==> src/rtl/multicycle_controller.sv <==
// multicycle_controller
//   Control unit for the shared-memory multicycle ARM-subset datapath. Decodes
//   op/funct/rd/cond from the instruction register, sequences the datapath
//   through a ten-state FSM and holds the architectural NZCV register. Each
//   instruction is checked against its condition code here.
//
// Parameters
//   ALU_CTRL_W : alu_control width. 2 = ADD/SUB/AND/ORR. 3 also allows EOR (100)
//                and MOV (101).
//   FLAG_W     : flag register width, NZCV in bits [3:0].
//
// Ports
//   clk, rst_n        : clock, asynchronous active-low reset
//   cond/op/funct/rd  : instruction fields Instr[31:28], [27:26], [25:20], Rd
//   alu_flags         : NZCV produced by the ALU this cycle
//   mem_ready         : memory access completes this cycle
//   pc_write, mem_write, ir_write, reg_write : write strobes
//   adr_src, alu_src_a, alu_src_b, result_src, imm_src, reg_src : mux selects
//   alu_control       : ALU operation
//   flags             : architectural NZCV register
//   undef             : one-cycle pulse in DECODE for an unsupported command
module multicycle_controller #(
    parameter int ALU_CTRL_W = 2,
    parameter int FLAG_W     = 4
) (
    input  logic                  clk,
    input  logic                  rst_n,
    input  logic [3:0]            cond,
    input  logic [1:0]            op,
    input  logic [5:0]            funct,
    input  logic [3:0]            rd,
    input  logic [FLAG_W-1:0]     alu_flags,
    input  logic                  mem_ready,
    output logic                  pc_write,
    output logic                  adr_src,
    output logic                  mem_write,
    output logic                  ir_write,
    output logic                  reg_write,
    output logic                  alu_src_a,
    output logic [1:0]            alu_src_b,
    output logic [1:0]            result_src,
    output logic [1:0]            imm_src,
    output logic [1:0]            reg_src,
    output logic [ALU_CTRL_W-1:0] alu_control,
    output logic [FLAG_W-1:0]     flags,
    output logic                  undef
);

    localparam bit HAS_EXT_OPS = (ALU_CTRL_W >= 3);

    typedef enum logic [3:0] {
        S_FETCH, S_DECODE, S_MEMADR, S_MEMRD, S_MEMWB,
        S_MEMWR, S_EXECR, S_EXECI, S_ALUWB, S_BRANCH
    } state_t;

    state_t            state_reg;
    logic [FLAG_W-1:0] flags_reg;
    logic              cond_ex_reg;

    logic [3:0] cmd;
    logic       s_bit;
    logic       cmd_ok;
    logic       cmd_cv;
    logic       cmd_cmp;
    logic [2:0] alu_code;
    logic       cond_ex;

    logic pc_w, mem_w, ir_w, reg_w;

    assign cmd   = funct[4:1];
    assign s_bit = funct[0];
    assign flags = flags_reg;

    // Command decode: support flag, ALU code and whether C/V are produced.
    always_comb begin
        cmd_ok   = 1'b0;
        cmd_cv   = 1'b0;
        cmd_cmp  = 1'b0;
        alu_code = 3'b000;
        case (cmd)
            4'b0100: begin cmd_ok = 1'b1; alu_code = 3'b000; cmd_cv = 1'b1; end
            4'b0010: begin cmd_ok = 1'b1; alu_code = 3'b001; cmd_cv = 1'b1; end
            4'b0000: begin cmd_ok = 1'b1; alu_code = 3'b010; end
            4'b1100: begin cmd_ok = 1'b1; alu_code = 3'b011; end
            4'b1010: begin cmd_ok = 1'b1; alu_code = 3'b001; cmd_cv = 1'b1; cmd_cmp = 1'b1; end
            4'b0001: begin cmd_ok = HAS_EXT_OPS; alu_code = 3'b100; end
            4'b1101: begin cmd_ok = HAS_EXT_OPS; alu_code = 3'b101; end
            default: ;
        endcase
    end

    // Condition evaluation against the registered flags; 1111 never executes.
    always_comb begin
        case (cond)
            4'h0:    cond_ex = flags_reg[2];
            4'h1:    cond_ex = ~flags_reg[2];
            4'h2:    cond_ex = flags_reg[1];
            4'h3:    cond_ex = ~flags_reg[1];
            4'h4:    cond_ex = flags_reg[3];
            4'h5:    cond_ex = ~flags_reg[3];
            4'h6:    cond_ex = flags_reg[0];
            4'h7:    cond_ex = ~flags_reg[0];
            4'h8:    cond_ex = flags_reg[1] & ~flags_reg[2];
            4'h9:    cond_ex = ~flags_reg[1] | flags_reg[2];
            4'ha:    cond_ex = (flags_reg[3] == flags_reg[0]);
            4'hb:    cond_ex = (flags_reg[3] != flags_reg[0]);
            4'hc:    cond_ex = ~flags_reg[2] & (flags_reg[3] == flags_reg[0]);
            4'hd:    cond_ex = flags_reg[2] | (flags_reg[3] != flags_reg[0]);
            4'he:    cond_ex = 1'b1;
            default: cond_ex = 1'b0;
        endcase
    end

    always_ff @(posedge clk or negedge rst_n) begin
        if (!rst_n) begin
            state_reg   <= S_FETCH;
            flags_reg   <= '0;
            cond_ex_reg <= 1'b0;
        end else begin
            case (state_reg)
                S_FETCH:  if (mem_ready) state_reg <= S_DECODE;
                S_DECODE: begin
                    case (op)
                        2'b01:   state_reg <= S_MEMADR;
                        2'b10:   state_reg <= S_BRANCH;
                        2'b00:   state_reg <= !cmd_ok ? S_FETCH :
                                              (funct[5] ? S_EXECI : S_EXECR);
                        default: state_reg <= S_FETCH;
                    endcase
                end
                S_MEMADR: state_reg <= funct[0] ? S_MEMRD : S_MEMWR;
                S_MEMRD:  if (mem_ready) state_reg <= S_MEMWB;
                S_MEMWR:  if (mem_ready) state_reg <= S_FETCH;
                S_EXECR, S_EXECI: begin
                    state_reg <= S_ALUWB;
                    // ALUWB must see the condition as it was before this
                    // instruction touched the flags, so keep the EXEC verdict.
                    cond_ex_reg <= cond_ex;
                    if (cond_ex && s_bit) begin
                        flags_reg[3:2] <= alu_flags[3:2];
                        if (cmd_cv) flags_reg[1:0] <= alu_flags[1:0];
                    end
                end
                default:  state_reg <= S_FETCH;
            endcase
        end
    end

    always_comb begin
        pc_w        = 1'b0;
        mem_w       = 1'b0;
        ir_w        = 1'b0;
        reg_w       = 1'b0;
        adr_src     = 1'b0;
        alu_src_a   = 1'b0;
        alu_src_b   = 2'b00;
        result_src  = 2'b00;
        imm_src     = 2'b00;
        reg_src     = 2'b00;
        alu_control = '0;
        undef       = 1'b0;
        case (state_reg)
            S_FETCH: begin
                alu_src_a  = 1'b1;
                alu_src_b  = 2'b10;
                result_src = 2'b10;
                ir_w       = mem_ready;
                pc_w       = mem_ready;
            end
            S_DECODE: begin
                alu_src_a  = 1'b1;
                alu_src_b  = 2'b10;
                result_src = 2'b10;
                imm_src    = (op == 2'b01) ? 2'b01 : (op == 2'b10) ? 2'b10 : 2'b00;
                reg_src    = {op == 2'b01, op == 2'b10};
                undef      = (op == 2'b11) || ((op == 2'b00) && !cmd_ok);
            end
            S_MEMADR: begin
                alu_src_b = 2'b01;
                imm_src   = 2'b01;
            end
            S_MEMRD:  adr_src = 1'b1;
            S_MEMWR: begin
                adr_src = 1'b1;
                mem_w   = cond_ex;
            end
            S_MEMWB: begin
                result_src = 2'b01;
                reg_w      = cond_ex;
                pc_w       = cond_ex && (rd == 4'hf);
            end
            S_EXECR, S_EXECI: begin
                alu_src_b   = (state_reg == S_EXECI) ? 2'b01 : 2'b00;
                alu_control = ALU_CTRL_W'(alu_code);
            end
            S_ALUWB: begin
                reg_w = cond_ex_reg && !cmd_cmp;
                pc_w  = cond_ex_reg && !cmd_cmp && (rd == 4'hf);
            end
            S_BRANCH: begin
                alu_src_b  = 2'b01;
                imm_src    = 2'b10;
                result_src = 2'b10;
                pc_w       = cond_ex;
            end
            default: ;
        endcase
    end

    // Write strobes are forced low for as long as reset is held.
    assign pc_write  = pc_w  & rst_n;
    assign mem_write = mem_w & rst_n;
    assign ir_write  = ir_w  & rst_n;
    assign reg_write = reg_w & rst_n;

endmodule
==> config.mk <==
export PLATFORM = sky130hd
export DESIGN_NAME = multicycle_controller
export DESIGN_NICKNAME = d
export VERILOG_FILES = /design/src/rtl/multicycle_controller.sv
export SDC_FILE = /design/constraint.sdc
export NUM_CORES = 1
export LEC_CHECK = 0
export CORE_ASPECT_RATIO = 0.75
export CORE_MARGIN = 2
export CORE_UTILIZATION = 44
export DETAILED_ROUTE_END_ITERATION = 6
export GPL_TIMING_DRIVEN = 0
export PLACE_DENSITY_LB_ADDON = 0.2
export SYNTH_ARGS = -nofsm -noshare
export SYNTH_HDL_FRONTEND = slang
export SYNTH_SLANG_ARGS = --single-unit
==> constraint.sdc <==
create_clock -name clk -period 4.3 [get_ports clk]
set_input_delay 0.645 -clock clk [delete_from_list [all_inputs] [get_ports clk]]
set_output_delay 0.645 -clock clk [all_outputs]
set_load 0.02 [all_outputs]
==> run metrics, run 1 <==
# rows 14; Fillers 183; CTS Sinks 9; core box area 2030 um^2; WL met2 1140 um; Die W 57.8 um; fraction of layout cells with a size suffix above 1 7.47%; PwrDens 506 nW/um^2; register bit total from synthesis 9; antenna violations before repair 0; 1st-iter DRT viols 72; vias in the first global route 1,015; Peak supply drop 0.344 mV; Synth cell types 43; post-DR wirelength/cell 13.3 um; yosys warns 0; CP max-delay cell clkdlybuf4s50_1; Final Setup Violations 0; Switching Share 45.9%; crit path kind in -> out; first-pass GRT wire length 4410 um; cell accounting for the most synthesized area dfrtp_1; commonest non-fill, non-tap cell in the layout clkdlybuf4s50_1; crit-path max cell delay 660 ps; Synth Instances 128; Die Area 2560 um^2; met1 wire length 1360 um; gr usage total 21.7%; IO Port Bufs 42; top sig layer met3; Clock Skew 0.987 ps; vias per std cell 5.59; Synth Net Count 151; share of the yosys chip area belonging to registers 23.6%; drt drc 0; CP Capture Type output pin; Worst path top cell family by delay buffers and inverters; Hold Crit Class reg -> reg; Starting Density 46.9%; Lkg Pwr 0.581 nW; Setup TNS 0 ps; Max Cap Viol 0; root buffer cell clkbuf_4; Pint 391 uW; I/O pins 44; WP buf/inv 2; clk buf depth 2; Post-synth EDFFs 0; RSZ-0062 raised after global routing no; Synth top area share 23.6%; fin util 70.4%; startpoint types primary input; Synth Cell Area 953 um^2; worst-skew pair later-pin latency 250 ps; Seq pwr share 20.1%; predominant post-synthesis flop cell dfrtp_1; max-slew violations 0; final hold vios 0; post-route ant nets 0; # H-tree levels 1; Logic pwr share 71.3%; final setup margin 521 ps; clk slew on worst S/H paths 60 ps; P&R area growth vs syn 50.0%; Post-CTS Setup Inserts 0; clock share of power 8.7%; Overall Power 724 uW; total congestion overflow 0; # diodes 0; CTS tree built; cells along the critical path clkdlybuf4s50_1, and2_4, o32a_1, a311o_1, o211a_2, nor4b_1, clkdlybuf4s50_1; fin crit share 87.9%; CP Data Arrival Time 3130 ps; HPWL after detailed placement 2090 um; largest net degree at the start of global routing 13; syn_area_per_cell 7.45 um^2; Detail Route met3 WL 137 um; minimum clock period 3780 ps; Rel. slew slack 62.1%; most frequent cells in the layout clkdlybuf4s50_1, nand2_1, o21ai_0; fin nets 198; required time of the critical path 3650 ps; CTS Hold Bufs 0; drt first pass iters 4; switching pwr 332 uW; Min Hold Slack 500 ps; Synth area leaders dfrtp_1, o21ai_0, a21oi_1; highest clock rate 0.265 GHz; CTS buffer count 3; worst-margin pin slew 560 ps; post-CTS sizing 0; RePlAce Congestion 0.831; Post-synth ARST share 100%; Crit Path Max Fanout 8; Die Ht 44.3 um; via count 1,107; Most common cell on crit path clkdlybuf4s50_1; status finished clean; Place WS 545 ps; total wire length 2640 um
worst paths after layout:
| check | slack [ps] | from | end | cells after the start |
|---|---|---|---|---|
| setup / recovery | 520 | cond[2] | mem_write | 7 |
| hold / removal | 500 | cond_ex_reg | cond_ex_reg | 2 |
| setup reg to reg | 2140 | flags[3] | flags[3] | 6 |
| hold reg to reg | 500 | cond_ex_reg | cond_ex_reg | 2 |
| max in group asynchronous | 3240 | rst_n | state_reg[0] | 1 |
| min in group asynchronous | 720 | rst_n | flags[1] | 1 |
through the flow:
step | cells | instance area, um^2
final | 198 | 1430
after global routing | 198 | 1430
after CTS | 198 | 1430
after detailed placement | 194 | 1400
after global placement | 194 | 1400
after floorplan | 128 | 953
per-layer routing:
| layer | vias up | GRT usage (%) |
|---|---|---|
| met3 | 0 | 2.05 |
| met1 | 506 | 32.5 |
| met4 | 0 | 5.12 |
| met5 | - | 0 |
| li1 | 563 | - |
| met2 | 38 | 33.9 |
cells by family (layout without fill, tap and decap cells):
logic type | count (synthesis) | count (layout) | share of synthesized area, %
AOI/OAI and AO/OA | 37 | 37 | 25.9
xor gates and xnor gates | 6 | 6 | 5.51
buffers and inverters | 16 | 62 | 6.82
DFF | 9 | 9 | 23.6
muxes | 4 | 4 | 5.51
and+or+nand+nor | 56 | 56 | 32.7
worst reg2reg max path: cells and delay by family (launching register included):
kind	cells	cell delay, ps
muxes	1	300
and+or+nand+nor	2	530
AOI/OAI and AO/OA	2	510
DFF	1	460
xor gates and xnor gates	1	240
cells in the mapped netlist (2+ instances only):
cell / n
and2_1: 2
o21ai_0: 10
nor3b_1: 3
nand3_1: 5
nand2_1: 12
clkbuf_1: 4
nor2_1: 9
nor3_1: 5
nor2b_1: 2
dfrtp_1: 9
a311o_1: 2
nor4b_1: 2
nand2b_1: 5
a31oi_1: 3
xor2_1: 4
xnor2_1: 2
nand3b_1: 4
mux2_4: 2
inv_1: 9
mux2_2: 2
a21oi_1: 9
a211o_1: 2
final cells by class:
| class | count | area (um^2) | area share, % |
|---|---|---|---|
| Sequential cell | 9 | 225 | 15.7 |
| Buffer | 7 | 31.3 | 2.19 |
| Inverter | 9 | 33.8 | 2.36 |
| Clock buffer | 4 | 26.3 | 1.84 |
| Tap cell | 24 | 30.0 | 2.10 |
| Timing Repair Buffer | 42 | 420 | 29.4 |
| Multi-Input combinational cell | 103 | 663 | 46.4 |
power groups by stage:
stage	clock (mW)	combinational [mW]	sequential (mW)
detailed placement	0	0.514	0.146
finish	0.0628	0.516	0.145
floorplan	0	0.308	0.150
CTS	0.0652	0.517	0.145
global route	0.0697	0.564	0.149
global placement	0	0.507	0.144
No activity file was read; power rests on OpenSTA's default activity.
==> inputs of run 2 (changes only) <==
--- a/config.mk
+++ b/config.mk
@@ -5,6 +5,7 @@
 export SDC_FILE = /design/constraint.sdc
 export NUM_CORES = 1
 export LEC_CHECK = 0
+export ABC_AREA = 1
 export CORE_ASPECT_RATIO = 0.75
 export CORE_MARGIN = 2
 export CORE_UTILIZATION = 44
==> run 2 against run 1 <==
Against the previous run: fmax grew 11%; worst setup slack better by 390 ps; critical path depth is 5 higher; final cell count up 18%; global-route usage is 0.80 points higher; register-to-register slack better by 520 ps; hold slack lost 7.5 ps; synthesized cell count increased by 28%; critical path type unchanged.
==> run metrics, run 2 <==
clk slew on worst S/H paths 60 ps; drt drc 0; largest family of logic cells by synthesized area simple AND/OR/NAND/NOR gates; Synth top area share 24.3%; Synth Area in Simple Gates 46.2%; antenna violations before repair 0; share of the yosys chip area belonging to registers 24.3%; Crit Path Max Fanout 6; Fillers 194; gr usage total 22.5%; vias in the first global route 1,116; mux cell area share after synthesis 1.08%; root buffer cell clkbuf_4; Lkg Pwr 0.691 nW; worst-skew pair later-pin latency 270 ps; Post-synth top cells nand2_1, inv_1, nor2_1; final hold vios 0; largest net degree at the start of global routing 12; dpl cells 230; complex-gate fraction of the synthesized area 13.9%; Synth area leaders dfrtp_1, nand2_1, inv_1; drt first pass iters 4; Post-synth EDFFs 0; crit path kind in -> out; 1st-iter DRT viols 36; Die Ht 43.8 um; Peak supply drop 0.446 mV; HPWL after detailed placement 2140 um; worst-margin pin slew 462 ps; required time of the critical path 3650 ps; Post-synth ARST share 100%; CTS Sinks 9; DP Area 1380 um^2; startpoint types primary input; commonest non-fill, non-tap cell in the layout nand2_1; P&R area growth vs syn 51.5%; highest clock rate 0.295 GHz; Synth Area in Adders 0%; Final Cell Area 1410 um^2; # diodes 0; RePlAce Congestion 0.903; CP Capture Type output pin; yosys warns 0; predominant post-synthesis flop cell dfrtp_1; Die Area 2500 um^2; non-filler cells, final 234; fin nets 234; clk buf depth 2; CTS Hold Bufs 0; status finished clean; HP Start cond_ex_reg; max-slew violations 0; via count 1,192; Synth Instances 164; Hold Crit Class reg -> reg; most frequent cells in the layout nand2_1, clkdlybuf4s50_1, inv_1; IO Port Bufs 42; cell accounting for the most synthesized area dfrtp_1; Post-CTS Setup Inserts 0; final setup margin 910 ps; register bit total from synthesis 9; minimum clock period 3390 ps; Synth cell types 25; # rows 14; fin crit share 78.8%; most common cell in the netlist nand2_1; Setup TNS 0 ps; Synth Net Count 187; Final Setup Violations 0; Rel. slew slack 68.8%; core box area 2000 um^2; Die W 57.0 um; RSZ-0062 raised after global routing no; post-DR wirelength/cell 11.2 um; first-pass GRT wire length 4460 um; Clock Skew 1.92 ps; vias per std cell 5.09; Max Cap Viol 0; total congestion overflow 0; post-CTS sizing 0; Place WS 919 ps; Reg2Reg Launch Point state_reg[1]; post-route ant nets 0; CP Data Arrival Time 2740 ps; # H-tree levels 1; CTS tree built; Post-Synth XOR/XNOR Area 0%; Synth Cell Area 928 um^2; syn_area_per_cell 5.66 um^2; Critical Path Source cond[3]; total wire length 2620 um; Starting Density 46.5%; fraction of layout cells with a size suffix above 1 6.19%; PwrDens 459 nW/um^2; I/O pins 44; CTS buffer count 3
## run 2: cell count changes after synthesis, moves of 3 or more
cell,change
nand2_1,+39
inv_1,+21
nor2_1,+13
nand3_1,+10
nand2b_1,-5
a21oi_1,-4
clkbuf_1,-4
xor2_1,-4
a31oi_1,-3
nand3b_1,-3
o21ai_0,-3
## run 2: logic make-up after synthesis
kind of cell    Yosys count
buf+inv                  34
mux                       1
simple gates            100
compound gates           20
flops                     9
## run 2: per-layer routing
metal	track usage, %	vias to the layer above	wire (um)
li1	-	610	-
met1	29.0	535	1210
met2	38.4	43	1180
met3	5.37	4	207
met4	5.58	0	24
met5	0	-	0
## run 2: through the flow
stage	utilization (%)	power [mW]	hold slack, ps
2_1_floorplan	-	0.394	349
3_3_place_gp	69.0	0.562	469
3_5_place_dp	69.0	0.573	470
4_1_cts	70.4	0.645	489
5_1_grt	70.4	0.694	529
6_report	70.4	0.645	493
## run 2: final timing paths
path                                 to  slack, ps  depth (start not counted)
setup / recovery               pc_write        910                         12
hold / removal              cond_ex_reg        490                          2
setup reg to reg           state_reg[0]       2660                          9
hold reg to reg             cond_ex_reg        490                          2
max in group asynchronous  state_reg[2]       3280                          1
min in group asynchronous      flags[1]        690                          1
## run 2: worst max-delay path: stages
cell,delay [ps]
clkdlybuf4s50_1,570
nand2_1,100
a21oi_1,180
nand2_1,70
nand2_1,50
nand2_1,60
nand3_2,140
nand2_1,60
nand2_1,50
nand2_1,60
a21oi_1,120
clkdlybuf4s50_1,620
## run 2: area by class of cell
cell class / count / area [um^2] / area share [%]
Timing Repair Buffer: 42 / 420 / 29.9
Clock inverter: 1 / 5.00 / 0.356
Sequential cell: 9 / 225 / 16.0
Inverter: 32 / 120 / 8.54
Clock buffer: 3 / 22.5 / 1.60
Multi-Input combinational cell: 121 / 568 / 40.4
Tap cell: 24 / 30.0 / 2.14
Buffer: 2 / 15.0 / 1.07
## run 2: report_power, final
| part | internal (mW) | leakage [nW] | switching (mW) |
|---|---|---|---|
| Combinational | 0.187 | 0.563 | 0.249 |
| Sequential | 0.114 | 0.111 | 0.0264 |
| Clock | 0.0345 | 0.0177 | 0.0339 |
| Total | 0.336 | 0.691 | 0.309 |
